===== config.mk =====
export PLATFORM = sky130hd
export DESIGN_NAME = reg_axi_regfile
export DESIGN_NICKNAME = d
export VERILOG_FILES = /design/src/rtl/reg_axi_regfile.sv
export SDC_FILE = /design/constraint.sdc
export NUM_CORES = 1
export LEC_CHECK = 0
export BUFFER_PORTS_ARGS = -buffer_cell sky130_fd_sc_hd__buf_4
export CORE_AREA = 2 2 474 476
export DETAILED_ROUTE_END_ITERATION = 7
export DIE_AREA = 0 0 476 478
export PLACE_DENSITY_LB_ADDON = 0.1
export RECOVER_POWER = 25
export SKIP_LAST_GASP = 1
export SLEW_MARGIN = 10
export SYNTH_ARGS = -nofsm -noshare
export SYNTH_HDL_FRONTEND = slang
export SYNTH_SLANG_ARGS = --single-unit

===== constraint.sdc =====
create_clock -name clk -period 4 [get_ports clk]
set_input_delay 0 -clock clk [delete_from_list [all_inputs] [get_ports clk]]
set_output_delay 0 -clock clk [all_outputs]
set_load 0.02 [all_outputs]

===== src/rtl/reg_axi_regfile.sv =====
// ---------------------------------------------------------------------------
// reg_axi_regfile
//
// This module is an AXI-style register-bus slave that connects one write
// channel pair (AW/W -> B) and one read channel pair (AR -> R) to a bank of
// NUM_REGS software registers.
//
// Channel handshakes
//   Every channel uses valid/ready. A transfer happens on a rising clock edge
//   where valid and ready are both high and clk_en is high. A source that has
//   raised valid keeps its payload stable until that edge. This slave's
//   bvalid and rvalid, once raised, stay high with a stable payload until
//   bready or rready is seen with clk_en high.
//
// Ports
//   clk, rst_n        clock and asynchronous active-low reset
//   clk_en            request-side enable; when low, no handshakes, state holds
//   aw*/w*            write address and write data channels
//   b*                write response channel (0 OKAY, 2 SLVERR, 3 DECERR)
//   ar*               read address channel
//   r*                read data/response channel
//   reg_q             flattened register contents, reg i at [i*DWID +: DWID]
//   reg_wr_pulse      one-cycle pulse per register after an accepted write
//   hw_status         hardware-fed read data for read-only registers
// ---------------------------------------------------------------------------
module reg_axi_regfile #(
    parameter int                    DWID      = 32,
    parameter int                    AWID      = 32,
    parameter int                    TID_W     = 8,
    parameter int                    NUM_REGS  = 16,
    parameter logic [AWID-1:0]       BASE_ADDR = '0,
    parameter logic [NUM_REGS-1:0]   RO_MASK   = '0,
    parameter logic [DWID-1:0]       RST_VAL   = '0
) (
    input  logic                     clk,
    input  logic                     rst_n,
    input  logic                     clk_en,
    input  logic [AWID-1:0]          awaddr,
    input  logic [TID_W-1:0]         awid,
    input  logic                     awvalid,
    output logic                     awready,
    input  logic [DWID-1:0]          wdata,
    input  logic [DWID/8-1:0]        wstrb,
    input  logic                     wvalid,
    output logic                     wready,
    output logic [1:0]               bresp,
    output logic [TID_W-1:0]         bid,
    output logic                     bvalid,
    input  logic                     bready,
    input  logic [AWID-1:0]          araddr,
    input  logic [TID_W-1:0]         arid,
    input  logic                     arvalid,
    output logic                     arready,
    output logic [DWID-1:0]          rdata,
    output logic [1:0]               rresp,
    output logic [TID_W-1:0]         rid,
    output logic                     rvalid,
    input  logic                     rready,
    output logic [NUM_REGS*DWID-1:0] reg_q,
    output logic [NUM_REGS-1:0]      reg_wr_pulse,
    input  logic [NUM_REGS*DWID-1:0] hw_status
);

    localparam int NB    = DWID / 8;
    localparam int LSB   = $clog2(NB);
    localparam int IDX_W = (NUM_REGS > 1) ? $clog2(NUM_REGS) : 1;

    localparam logic [1:0] RESP_OKAY   = 2'b00;
    localparam logic [1:0] RESP_SLVERR = 2'b10;
    localparam logic [1:0] RESP_DECERR = 2'b11;

    // This function returns 1 when the address lands inside the register
    // window. The byte-offset bits are ignored.
    function automatic logic addr_hit(input logic [AWID-1:0] addr);
        logic [AWID-1:0] off;
        off = addr - BASE_ADDR;
        return (addr >= BASE_ADDR) && ((off >> LSB) < AWID'(NUM_REGS));
    endfunction

    function automatic logic [IDX_W-1:0] addr_idx(input logic [AWID-1:0] addr);
        logic [AWID-1:0] sh;
        sh = (addr - BASE_ADDR) >> LSB;
        return IDX_W'(sh);
    endfunction

    // The readies are held low during reset. They rise on the first clock
    // edge after reset is released.
    logic alive;

    always_ff @(posedge clk or negedge rst_n) begin
        if (!rst_n) alive <= 1'b0;
        else        alive <= 1'b1;
    end

    // ------------------------------------------------------------------
    // Write path: one-entry AW and W buffers feeding a single commit point
    // ------------------------------------------------------------------
    logic              aw_full;
    logic [AWID-1:0]   aw_addr_q;
    logic [TID_W-1:0]  aw_id_q;
    logic              w_full;
    logic [DWID-1:0]   w_data_q;
    logic [NB-1:0]     w_strb_q;

    logic              aw_hs;
    logic              w_hs;
    logic              commit;
    logic [AWID-1:0]   c_addr;
    logic [TID_W-1:0]  c_id;
    logic [DWID-1:0]   c_data;
    logic [NB-1:0]     c_strb;
    logic              c_hit;
    logic [IDX_W-1:0]  c_idx;
    logic              c_ro;
    logic [1:0]        c_resp;
    logic [NUM_REGS-1:0] wr_en;

    assign awready = clk_en & alive & ~aw_full;
    assign wready  = clk_en & alive & ~w_full;
    assign aw_hs   = awvalid & awready;
    assign w_hs    = wvalid & wready;

    // A commit takes each half either from its buffer or directly from this
    // cycle's handshake. Because a full buffer blocks its own channel, the
    // two sources never compete.
    assign commit = clk_en & (aw_full | aw_hs) & (w_full | w_hs) & (~bvalid | bready);

    assign c_addr = aw_full ? aw_addr_q : awaddr;
    assign c_id   = aw_full ? aw_id_q   : awid;
    assign c_data = w_full  ? w_data_q  : wdata;
    assign c_strb = w_full  ? w_strb_q  : wstrb;

    assign c_hit  = addr_hit(c_addr);
    assign c_idx  = addr_idx(c_addr);
    assign c_ro   = c_hit & RO_MASK[c_idx];
    assign c_resp = !c_hit ? RESP_DECERR : (c_ro ? RESP_SLVERR : RESP_OKAY);
    assign wr_en  = (commit & c_hit & ~c_ro) ? (NUM_REGS'(1) << c_idx) : '0;

    always_ff @(posedge clk or negedge rst_n) begin
        if (!rst_n) begin
            aw_full   <= 1'b0;
            aw_addr_q <= '0;
            aw_id_q   <= '0;
            w_full    <= 1'b0;
            w_data_q  <= '0;
            w_strb_q  <= '0;
        end else if (commit) begin
            aw_full <= 1'b0;
            w_full  <= 1'b0;
        end else begin
            if (aw_hs) begin
                aw_full   <= 1'b1;
                aw_addr_q <= awaddr;
                aw_id_q   <= awid;
            end
            if (w_hs) begin
                w_full   <= 1'b1;
                w_data_q <= wdata;
                w_strb_q <= wstrb;
            end
        end
    end

    // B slot. A new commit may reuse the slot in the same cycle that the old
    // response is taken, so writes can complete back to back.
    always_ff @(posedge clk or negedge rst_n) begin
        if (!rst_n) begin
            bvalid <= 1'b0;
            bresp  <= '0;
            bid    <= '0;
        end else if (clk_en) begin
            if (commit) begin
                bvalid <= 1'b1;
                bresp  <= c_resp;
                bid    <= c_id;
            end else if (bready) begin
                bvalid <= 1'b0;
            end
        end
    end

    // wr_en is already qualified by clk_en through commit, so the pulse is
    // 0 whenever the block is frozen.
    always_ff @(posedge clk or negedge rst_n) begin
        if (!rst_n) reg_wr_pulse <= '0;
        else        reg_wr_pulse <= wr_en;
    end

    // ------------------------------------------------------------------
    // Register bank
    // ------------------------------------------------------------------
    logic [DWID-1:0] rd_src [NUM_REGS];

    for (genvar i = 0; i < NUM_REGS; i++) begin : g_reg
        if (RO_MASK[i]) begin : g_ro
            // A read-only register has no storage. Its readback is hw_status.
            assign reg_q[i*DWID +: DWID] = RST_VAL;
            assign rd_src[i]             = hw_status[i*DWID +: DWID];
        end else begin : g_rw
            logic [DWID-1:0] q;

            always_ff @(posedge clk or negedge rst_n) begin
                if (!rst_n) begin
                    q <= RST_VAL;
                end else if (wr_en[i]) begin
                    for (int b = 0; b < NB; b++) begin
                        if (c_strb[b]) q[b*8 +: 8] <= c_data[b*8 +: 8];
                    end
                end
            end

            assign reg_q[i*DWID +: DWID] = q;
            assign rd_src[i]             = q;
        end
    end

    // ------------------------------------------------------------------
    // Read path: single registered response slot
    // ------------------------------------------------------------------
    logic             ar_hs;
    logic             r_hit;
    logic [IDX_W-1:0] r_idx;
    logic [DWID-1:0]  r_data;
    logic [1:0]       r_resp;

    assign arready = clk_en & alive & (~rvalid | rready);
    assign ar_hs   = arvalid & arready;
    assign r_hit   = addr_hit(araddr);
    assign r_idx   = addr_idx(araddr);

    // rd_src shows the register value from before this edge. A write that
    // commits on the same edge is therefore not visible to this read.
    assign r_data = r_hit ? rd_src[r_idx] : '0;
    assign r_resp = !r_hit ? RESP_DECERR : RESP_OKAY;

    always_ff @(posedge clk or negedge rst_n) begin
        if (!rst_n) begin
            rvalid <= 1'b0;
            rdata  <= '0;
            rresp  <= '0;
            rid    <= '0;
        end else if (ar_hs) begin
            rvalid <= 1'b1;
            rdata  <= r_data;
            rresp  <= r_resp;
            rid    <= arid;
        end else if (clk_en & rready) begin
            rvalid <= 1'b0;
        end
    end

endmodule

==> impl_results.md, run 1 <==
* Post-DP HPWL at 121 mm
* Psw at 5920 µW
* Worst reg2reg path depth at 6
* Slowest CP cell: o2111ai_2
* Layout Cells excl Fill at 5895
* Post-Synthesis Cell Area at 29600 µm²
* Wire length on met1 at 72.9 mm
* Failing checks: capacitance limit, slew limit
* Pleak at 0.0203 µW
* Hold Startpoint: arid[4]
* Row count at 174
* Tcrit/Tclk final at 0.940
* Slew margin rel. at -0.375
* Drt initial violations at 1027
* DRT Wirelength at 164 mm
* Synth cell types at 37
* Post-synth top area cell: dfrtp_1
* DR vias at 21500
* Crit path buf inv count at 2
* Setup TNS at 0 ns
* Final min period at 3.76 ns
* Synth area leaders: dfrtp_1 56%, mux2_2 24%, mux4_2 12%
* Clock slew at reported path FFs at 0.05 ns
* Max_cap viols at 4
* Synth Instances at 1859
* Die Footprint at 228000 µm²
* Pwr Density at 443 nW/µm²
* Routed len/inst at 27.9 µm
* Share of power burned in combinational logic at 0.166
* Post-CTS resize count at 0
* Asr flop ratio synth at 1.00
* Synth top area share at 0.556
* Total CTS buffers at 94
* Top Metal Used: met5
* Initial antenna violation count at 24
* Hold path depth at 3
* Hold Violations, Final at 0
* Crit-path cells: buf_4 > o32ai_1 > o2111ai_2 > a211oi_2 > buf_4 > mux2_2
* Seq pwr share at 0.375
* Met3 wire length at 14.8 mm
* Max frequency at 266 MHz
* CTS tree: built
* RSZ-0062 raised after global routing: false
* CP top delay family: compound AO/OA/AOI/OAI gates
* Worst hold path type: primary input to register
* Max H-tree Level at 3
* Setup crit end kind: register
* Final core utilization at 0.198
* Seq cells post-synth at 657
* Critical Path RT at 4.59 ns
* CP arrival at 4.35 ns
* Crit path kind: register to register
* Largest net degree at the start of global routing at 106
* I/O Buffers at 704
* 1st-pass router iterations at 5
* Syn_nets at 2495
* Worst Hold End: rid[4]$_DFFE_PN0P_
* Met2 WL at 73.6 mm
* Layout cell share with drive strength beyond 1 at 0.646
* R2R Path End: g_reg[6].g_rw.q[20]$_DFFE_PN0P_
* Average cell area after synthesis at 15.9 µm²
* GRT Resource Usage Total at 0.142
* Initial core utilization at 0.133
* Power, Total at 19600 µW
* Final Setup Violations at 0
* Sequential share of the synthesized area at 0.556
* Die W at 476 µm
* Fin. max-slew vios at 232
* P_int at 13700 µW
* Slew @ Worst Pin at 2.06 ns
* Nets@finish at 3455
* First-pass GRT wire length at 221 mm
* Setup bufs post-CTS at 0
* Sinks on Clock Net at 657
* Yosys Warn Count at 0
* Status: complete, but fails checks
* Sw frac at 0.302
* R2r startpoint: aw_full$_DFFE_PN0P_
* Most frequent cell after synthesis: dfrtp_1
* CTS root buf: clkbuf_16
* Crit start category: register
* Worst Path Max Fanout at 13
* Clock group share of total power at 0.459
* I/O pin count at 1221
* DRC viols at 0
* Worst Skew at 0.0403 ns
* Most instantiated cells after synthesis: 657 x dfrtp_1, 620 x mux2_2, 160 x mux4_2
* Core area at 223000 µm²
* Total gr overflow at 0
* Clock Latency Late Sink at 0.74 ns
* Global placer's final weighted congestion at 0.775
* DR vias/cell at 3.64
* Number of global-route vias before repair at 23400
* Synth Flop Type: dfrtp_1
* Post-route ant nets at 0
* Worst path max stage delay at 0.87 ns
* Reg-to-reg slack, setup at 0.24 ns
* Area grow syn2layout at 49.6%
* Cell count after placement at 5574
* EDFF count, synth at 0
* Clock buffer depth at 3
* Crit path top cell by count: buf_4
* Maximum vdd drop at 307 µV
* Die height at 478 µm
==> logic make-up (layout without fill, tap and decap cells) <==
logic type | after synthesis | in the layout | share of synthesized area
mux | 796 | 796 | 0.363
other cells | 1 | 7 | 0.000127
buf+inv | 158 | 1196 | 0.0207
flops | 657 | 657 | 0.556
simple gates | 109 | 109 | 0.0173
compound gates | 138 | 138 | 0.0430
==> metal layers <==
metal  vias up  GRT usage
li1       8990          -
met1     11600      0.186
met2       706      0.221
met3       148     0.0560
met4        10     0.0278
met5         -          0
==> sequential cells by signal (all words and copies together) (netlist names), 4 cells and up <==
register      cells
g.g_rw.q        512
rdata            32
aw_id_q           8
aw_addr_q        30
bid               8
reg_wr_pulse     16
rid               8
w_strb_q          4
w_data_q         32
==> through the flow <==
step	hold WS [ns]	cell area (µm²)	setup WS [ns]
global placement	0.0783	39600	0.268
floorplan	-0.296	29600	1.21
finish	0.0917	44300	0.241
detailed placement	0.0822	39600	0.218
CTS	0.000313	44400	0.196
global route	0.0289	44300	0.0965
==> power groups by stage <==
stage / Clock [µW] / Sequential [µW] / Combinational [µW]
2_1_floorplan: 0 / 7470 / 1570
3_3_place_gp: 0 / 7440 / 3060
3_5_place_dp: 0 / 7460 / 3120
4_1_cts: 9430 / 7350 / 3360
5_1_grt: 9670 / 7410 / 3540
6_report: 9000 / 7350 / 3260
==> tightest hold or removal path, delay by kind of cell <==
| family | cells | cell delay (ns) |
|---|---|---|
| buffers and inverters | 2 | 0.64 |
| multiplexers | 1 | 0.13 |
==> worst max-delay path by stage <==
stage,slack [ns],end,startpoint,cells past startpoint
CTS,0.20,g_reg[6].g_rw.q[20]$_DFFE_PN0P_,aw_full$_DFFE_PN0P_,6
finish,0.24,g_reg[6].g_rw.q[20]$_DFFE_PN0P_,aw_full$_DFFE_PN0P_,6
detailed placement,0.22,g_reg[6].g_rw.q[20]$_DFFE_PN0P_,aw_full$_DFFE_PN0P_,6
floorplan,1.21,g_reg[10].g_rw.q[0]$_DFFE_PN0P_,bvalid$_DFFE_PN0P_,6
global route,0.1,g_reg[6].g_rw.q[20]$_DFFE_PN0P_,aw_full$_DFFE_PN0P_,6
global placement,0.27,g_reg[8].g_rw.q[16]$_DFFE_PN0P_,aw_full$_DFFE_PN0P_,6
==> final cells by class <==
| cell class | instances | area [µm²] |
|---|---|---|
| Clock buffer | 134 | 2800 |
| Multi-Input combinational cell | 1044 | 12700 |
| Fill cell | 24100 | 179000 |
| Clock inverter | 40 | 519 |
| Tap cell | 2992 | 3740 |
| Inverter | 40 | 150 |
| Timing Repair Buffer | 982 | 7860 |
| Antenna cell | 6 | 15.0 |
| Sequential cell | 657 | 16400 |
==> layout by cell type (no fill, tap or decap), types with 6 or more instances in the layout <==
| cell type | n |
|---|---|
| mux4_2 | 160 |
| dfrtp_1 | 656 |
| o21ai_0 | 35 |
| clkbuf_16 | 97 |
| o2111ai_2 | 15 |
| nand2_1 | 42 |
| nor2_1 | 30 |
| clkbuf_8 | 23 |
| clkbuf_1 | 17 |
| mux2i_1 | 8 |
| diode_2 | 6 |
| buf_12 | 10 |
| buf_4 | 820 |
| a211oi_4 | 6 |
| a211oi_2 | 58 |
| o32ai_1 | 8 |
| bufinv_16 | 9 |
| inv_1 | 40 |
| mux2_2 | 620 |
| dlygate4sd3_1 | 140 |
| clkinv_2 | 19 |
| a21oi_1 | 11 |
| nor4_1 | 14 |
==> repair_timing <==
action	4_1_cts	5_1_grt
endpoints found under the setup margin	0	0
hold endpoints to repair	984	0
hold buffers	141	0
No activity file was read; power rests on OpenSTA's default activity.
==> run 2: changes to the inputs <==
--- a/config.mk
+++ b/config.mk
@@ -9,7 +9,7 @@
 export CORE_AREA = 2 2 474 476
 export DETAILED_ROUTE_END_ITERATION = 7
 export DIE_AREA = 0 0 476 478
-export PLACE_DENSITY_LB_ADDON = 0.1
+export PLACE_DENSITY_LB_ADDON = 0.12
 export RECOVER_POWER = 25
 export SKIP_LAST_GASP = 1
 export SLEW_MARGIN = 10
==> run 2 against run 1 <==
  * The flow still finishes with violations (capacitance limit, slew limit)
  * Sequential cell count unchanged
  * Clock skew shrank 0.0095 ns
  * Cell count rose by 0.47%
  * Wire length grew 1.3%
  * First-iteration DRC count shrank 15%
  * Sequential share of layout area is essentially flat
  * Utilization about the same
  * Critical endpoint is now g_reg[0].g_rw.q[4]$_DFFE_PN0P_
==> impl_results.md, run 2 (same netlist as run 1, synthesis figures left out) <==
* CP arrival at 4.26 ns (was 4.35 ns)
* Biggest register: g.g_rw.q (unchanged)
* Number of global-route vias before repair at 23300 (was 23400)
* Max_cap viols at 1 (was 4)
* Slew @ Worst Pin at 2.93 ns (was 2.06 ns)
* CTS root buf: clkbuf_16 (unchanged)
* PnR worst setup slack at 0.340 ns (was 0.241 ns)
* Clock slew at reported path FFs at 0.06 ns (was 0.05 ns)
* I/O Buffers at 704 (unchanged)
* Core area at 223000 µm² (unchanged)
* Share of power burned in combinational logic at 0.174 (was 0.166)
* CP startpoint: aw_full$_DFFE_PN0P_ (unchanged)
* Initial antenna violation count at 24 (unchanged)
* Crit path top cell by count: buf_4 (unchanged)
* Hold Violations, Final at 0 (unchanged)
* Commonest non-fill, non-tap cells in the layout: 835 x buf_4, 656 x dfrtp_1, 620 x mux2_2 (was 820 x buf_4, 656 x dfrtp_1, 620 x mux2_2)
* Initial core utilization at 0.133 (unchanged)
* Regs by FF count: g.g_rw.q (512), rdata (32), w_data_q (32) (unchanged)
* DR vias at 21400 (was 21500)
* RSZ-0062 raised after global routing: false (unchanged)
* Hold Startpoint: awid[4] (was arid[4])
* Crit start category: register (unchanged)
* Final min period at 3.66 ns (was 3.76 ns)
* Tcrit/Tclk final at 0.915 (was 0.940)
* Fin. max-slew vios at 15 (was 232)
* Most common cell after layout, fill and taps aside: buf_4 (unchanged)
* First-pass GRT wire length at 223 mm (was 221 mm)
* Max H-tree Level at 3 (unchanged)
* Pwr Density at 435 nW/µm² (was 443 nW/µm²)
* Drt initial violations at 875 (was 1027)
* Routed len/inst at 28.1 µm (was 27.9 µm)
* Die W at 476 µm (unchanged)
* Layout cell share with drive strength beyond 1 at 0.642 (was 0.646)
* Critical Path RT at 4.60 ns (was 4.59 ns)
* Status: complete, but fails checks (unchanged)
* Worst hold path type: primary input to register (unchanged)
* Psw at 5930 µW (was 5920 µW)
* DRT Wirelength at 166 mm (was 164 mm)
* Post-DP HPWL at 122 mm (was 121 mm)
* Setup crit end kind: register (unchanged)
* Worst Skew at 0.0309 ns (was 0.0403 ns)
* Sw frac at 0.308 (was 0.302)
* Setup TNS at 0 ns (unchanged)
* Fill count at 24200 (was 24100)
* Max frequency at 273 MHz (was 266 MHz)
* Largest register FFs at 512 (unchanged)
* Die height at 478 µm (unchanged)
* Clock buffer depth at 3 (unchanged)
* Die Footprint at 228000 µm² (unchanged)
* Seq pwr share at 0.382 (was 0.375)
* Final Setup Violations at 0 (unchanged)
* GRT Resource Usage Total at 0.144 (was 0.142)
* Clock group share of total power at 0.444 (was 0.459)
* Maximum vdd drop at 298 µV (was 307 µV)
* Total gr overflow at 0 (unchanged)
* Crit path kind: register to register (unchanged)
* Pleak at 0.0203 µW (about the same)
* Global placer's final weighted congestion at 0.752 (was 0.775)
* Worst Path Max Fanout at 12 (was 13)
* Largest net degree at the start of global routing at 100 (was 106)
* Worst path max stage delay at 0.86 ns (was 0.87 ns)
* DRC viols at 0 (unchanged)
* Nets@finish at 3485 (was 3455)
* CP top delay family: compound AO/OA/AOI/OAI gates (unchanged)
* CTS tree: built (unchanged)
* P_int at 13300 µW (was 13700 µW)
* Total CTS buffers at 93 (was 94)
* Sinks on Clock Net at 657 (unchanged)
* Failing checks: capacitance limit, slew limit (unchanged)
* Row count at 174 (unchanged)
* Crit path buf inv count at 3 (was 2)
* Slowest CP cell: o32ai_1 (was o2111ai_2)
* I/O pin count at 1221 (unchanged)
* 1st-pass router iterations at 5 (unchanged)
* Post-route ant nets at 0 (unchanged)
* Post-placement worst setup slack at 0.213 ns (was 0.218 ns)
* R2r startpoint: aw_full$_DFFE_PN0P_ (unchanged)
* Slew margin rel. at -0.954 (was -0.375)
* DR vias/cell at 3.62 (was 3.64)
* Clock Latency Late Sink at 0.72 ns (was 0.74 ns)
* Area grow syn2layout at 49.6% (about the same)
* Crit-path cells: buf_4 > o32ai_1 > o2111ai_2 > buf_4 > a211oi_2 > buf_4 > mux2_2 (was buf_4 > o32ai_1 > o2111ai_2 > a211oi_2 > buf_4 > mux2_2)
-- run 2: cell count changes in the layout (fill, tap and decap cells not counted), sizes merged --
cell,previous run,this run
buf,833,849
bufinv,9,4
clkbuf,143,153
clkinv,23,22
diode,6,7
dlygate4sd3,140,149
inv,44,42
-- run 2: metrics by stage --
stage | util | cell area [µm²] | hold slack [ns] | instances | total power (µW)
after CTS | 0.199 | 44300 | 0.000957 | 5916 | 19700
after detailed placement | 0.178 | 39700 | 0.0552 | 5596 | 10600
after global routing | 0.198 | 44300 | 0.0395 | 5921 | 20200
final | 0.198 | 44300 | 0.0776 | 5923 | 19200
after floorplan | - | 29600 | -0.296 | 1859 | 9040
after global placement | 0.178 | 39700 | 0.0520 | 5596 | 10600
-- run 2: what timing repair did --
item	4_1_cts	5_1_grt
buffers inserted	0	0
resized for setup	0	0
hold endpoints to repair	976	0
hold buffers	150	0
-- run 2: path summary, 6_finish.rpt --
path | endpoint | slack, ns | cells after the start
max | g_reg[0].g_rw.q[4]$_DFFE_PN0P_ | 0.34 | 7
min | aw_id_q[4]$_DFFE_PN0P_ | 0.08 | 3
max reg2reg | g_reg[0].g_rw.q[4]$_DFFE_PN0P_ | 0.34 | 7
min reg2reg | rdata[10]$_DFFE_PN0P_ | 0.48 | 2
max in group asynchronous | rid[5]$_DFFE_PN0P_ | 0.58 | 3
min in group asynchronous | g_reg[8].g_rw.q[11]$_DFFE_PN0P_ | 1.77 | 3
-- run 2: power groups by stage --
stage               sequential (µW)  combinational [µW]  clock (µW)
floorplan                      7470                1570           0
global placement               7460                3170           0
detailed placement             7470                3160           0
CTS                            7350                3440        8950
global route                   7410                3630        9200
finish                         7350                3350        8540
-- run 2: cell type report --
class | instances | area, µm² | area share
multi-input cells | 1044 | 12700 | 0.287
diodes | 7 | 17.5 | 0.000396
clock inverters | 32 | 323 | 0.00729
clock buffers | 138 | 2770 | 0.0625
inverters | 40 | 150 | 0.00339
repair buffers | 1013 | 8100 | 0.183
flip-flops and latches | 657 | 16400 | 0.372
well taps | 2992 | 3740 | 0.0846
-- run 2: worst min-delay path, delay by kind of cell --
| family | cells | cell delay (ns) |
|---|---|---|
| mux | 1 | 0.13 |
| buf+inv | 2 | 0.63 |
-- run 2: metal layers --
layer | vias up | part of all wire | wire length (µm) | global-route usage
met4 | 14 | 0.020 | 3290 | 0.0300
met5 | - | 0.00053 | 89 | 0
met1 | 11500 | 0.44 | 72700 | 0.186
met3 | 161 | 0.10 | 16700 | 0.0654
li1 | 9059 | - | - | -
met2 | 709 | 0.44 | 73700 | 0.220
==> run 3: changes to the inputs <==
--- a/config.mk
+++ b/config.mk
@@ -10,7 +10,7 @@
 export DETAILED_ROUTE_END_ITERATION = 7
 export DIE_AREA = 0 0 476 478
 export PLACE_DENSITY_LB_ADDON = 0.12
-export RECOVER_POWER = 25
+export RECOVER_POWER = 100
 export SKIP_LAST_GASP = 1
 export SLEW_MARGIN = 10
 export SYNTH_ARGS = -nofsm -noshare
==> run 3 against run 2 <==
  * The flow still finishes with violations (capacitance limit, slew limit)
  * Final area shrank 6.4%
  * Clock-buffer cell count is the same
  * Largest cell class unchanged
  * Via count grew 0.24%
  * Die area is the same
==> impl_results.md, run 3 (same netlist as run 1, synthesis figures left out) <==
* Area grow syn2layout at 40.0% (was 49.6%)
* I/O pin count at 1221 (unchanged)
* Max_cap viols at 2 (was 1)
* Met3 Usage GRT at 0.0654 (unchanged)
* Initial core utilization at 0.133 (unchanged)
* DRC viols at 0 (unchanged)
* Post-placement worst setup slack at 0.213 ns (unchanged)
* Hold path depth at 3 (unchanged)
* Final Setup Violations at 0 (unchanged)
* Sw frac at 0.307 (was 0.308)
* Clock Latency Late Sink at 0.73 ns (was 0.72 ns)
* Largest net degree at the start of global routing at 100 (unchanged)
* Max frequency at 266 MHz (was 273 MHz)
* Pwr Density at 461 nW/µm² (was 435 nW/µm²)
* Clock group share of total power at 0.447 (was 0.444)
* Share of power burned in combinational logic at 0.168 (was 0.174)
* Levels on crit path at 7 (unchanged)
* Met1 Track Usage GR at 0.186 (unchanged)
* CTS tree: built (unchanged)
* CP top delay family: compound AO/OA/AOI/OAI gates (unchanged)
* Critical Path RT at 4.60 ns (about the same)
* Worst path max stage delay at 0.84 ns (was 0.86 ns)
* Routed len/inst at 28.1 µm (about the same)
* Worst reg2reg path depth at 7 (unchanged)
* Clock slew at reported path FFs at 0.06 ns (about the same)
* Crit-path cells: buf_4 > o32ai_1 > o2111ai_2 > clkbuf_1 > a211oi_2 > clkbuf_4 > mux2_2 (was buf_4 > o32ai_1 > o2111ai_2 > buf_4 > a211oi_2 > buf_4 > mux2_2)
* Most common cell after layout, fill and taps aside: dfrtp_1 (was buf_4)
* I/O Buffers at 704 (unchanged)
* Die height at 478 µm (unchanged)
* Post-route ant nets at 0 (unchanged)
* Slew @ Worst Pin at 2.88 ns (was 2.93 ns)
* Slew margin rel. at -0.918 (was -0.954)
* 1st-pass router iterations at 4 (was 5)
* Global placer's final weighted congestion at 0.752 (unchanged)
* Crit path kind: register to register (unchanged)
* Placement Cell Area at 39700 µm² (unchanged)
* Total CTS buffers at 93 (unchanged)
* GRT Resource Usage Total at 0.144 (unchanged)
* Initial antenna violation count at 25 (was 24)
* Total gr overflow at 0 (unchanged)
* Slowest CP cell: o32ai_1 (unchanged)
* Met2 Use GR at 0.220 (unchanged)
* DR vias/cell at 3.63 (was 3.62)
* Clock buffer depth at 3 (unchanged)
* Max H-tree Level at 3 (unchanged)
* Psw at 5870 µW (was 5930 µW)
* RSZ-0062 raised after global routing: false (unchanged)
* GRT busiest layer: met2 (unchanged)
* Largest register FFs at 512 (unchanged)
* CP arrival at 4.36 ns (was 4.26 ns)
* Core area at 223000 µm² (unchanged)
* Regs by FF count: g.g_rw.q (512), rdata (32), w_data_q (32) (unchanged)
* Layout cell share with drive strength beyond 1 at 0.408 (was 0.642)
* Commonest non-fill, non-tap cells in the layout: 656 x dfrtp_1, 647 x clkbuf_1, 620 x mux2_2 (was 835 x buf_4, 656 x dfrtp_1, 620 x mux2_2)
* Number of global-route vias before repair at 23300 (unchanged)
* Nets@finish at 3485 (unchanged)
* Worst Skew at 0.0270 ns (was 0.0309 ns)
* Final min period at 3.76 ns (was 3.66 ns)
* CTS root buf: clkbuf_16 (unchanged)
* Crit start category: register (unchanged)
* Pleak at 0.0176 µW (was 0.0203 µW)
* DRT Wirelength at 166 mm (about the same)
* Worst hold path type: primary input to register (unchanged)
* Failing checks: capacitance limit, slew limit (unchanged)
* Sinks on Clock Net at 657 (unchanged)
* Hold Violations, Final at 0 (unchanged)
* Status: complete, but fails checks (unchanged)
* Drt initial violations at 914 (was 875)
* Crit path buf inv count at 3 (unchanged)
* Seq pwr share at 0.384 (was 0.382)
* PnR worst setup slack at 0.243 ns (was 0.340 ns)
* Worst Path Max Fanout at 12 (unchanged)
* Maximum vdd drop at 301 µV (was 298 µV)
* First-pass GRT wire length at 223 mm (unchanged)
* P_int at 13200 µW (was 13300 µW)
* Setup crit end kind: register (unchanged)
* Finished Cell Area at 41400 µm² (was 44300 µm²)
* Post-DP HPWL at 122 mm (unchanged)
* Tcrit/Tclk final at 0.939 (was 0.915)
* Setup TNS at 0 ns (unchanged)
* Die Footprint at 228000 µm² (unchanged)
* Power, Total at 19100 µW (was 19200 µW)
* Fin. max-slew vios at 52 (was 15)
* Row count at 174 (unchanged)
* Die W at 476 µm (unchanged)
* DR vias at 21500 (was 21400)
* Biggest register: g.g_rw.q (unchanged)
run 3: area by class of cell:
type                            count  area (µm²)
Fill cell                       24700      182000
Sequential cell                   657       16400
Multi-Input combinational cell   1044       12400
Timing Repair Buffer             1013        5610
Tap cell                         2992        3740
Clock buffer                      138        2770
Clock inverter                     32         323
Inverter                           40         150
Antenna cell                       10        25.0
run 3: per-stage QoR:
stage | hold WS (ns) | cells | utilization
after detailed placement | 0.0552 | 5596 | 0.178
final | 0.0764 | 5926 | 0.186
after global routing | 0.0396 | 5921 | 0.186
after CTS | 0.000957 | 5916 | 0.199
after global placement | 0.0520 | 5596 | 0.178
after floorplan | -0.296 | 1859 | -
run 3: final timing paths:
| path | from | endpoint | slack [ns] |
|---|---|---|---|
| setup reg to reg | aw_full$_DFFE_PN0P_ | g_reg[0].g_rw.q[4]$_DFFE_PN0P_ | 0.24 |
| hold / removal | awid[4] | aw_id_q[4]$_DFFE_PN0P_ | 0.08 |
| min in group asynchronous | rst_n | g_reg[8].g_rw.q[11]$_DFFE_PN0P_ | 1.74 |
| hold reg to reg | rdata[2]$_DFFE_PN0P_ | rdata[2]$_DFFE_PN0P_ | 0.48 |
| setup / recovery | aw_full$_DFFE_PN0P_ | g_reg[0].g_rw.q[4]$_DFFE_PN0P_ | 0.24 |
| max in group asynchronous | rst_n | rid[5]$_DFFE_PN0P_ | 0.63 |
run 3: worst register-to-register path: stages, from the launching register on:
cell and delay [ns]:
dfrtp_1 0.50, buf_4 0.24, o32ai_1 0.84, o2111ai_2 0.67, clkbuf_1 0.41, a211oi_2 0.26
clkbuf_4 0.34, mux2_2 0.38
run 3: metal layers:
metal,vias up,routed length (µm)
met1,11500,73100
met5,-,89
met4,14,3670
met2,704,72900
met3,170,16600
li1,9070,-
run 3: power groups by stage:
stage	combinational [µW]	clock (µW)	sequential, µW
CTS	3440	8950	7350
detailed placement	3160	0	7470
global route	3500	9200	7410
floorplan	1570	0	7470
finish	3220	8550	7350
global placement	3170	0	7460
run 3: timing repair:
item                                   in CTS  in global routing
resized for setup                           0                  0
hold buffers                              150                  0
setup buffers                               0                  0
endpoints found under the hold margin     976                  0
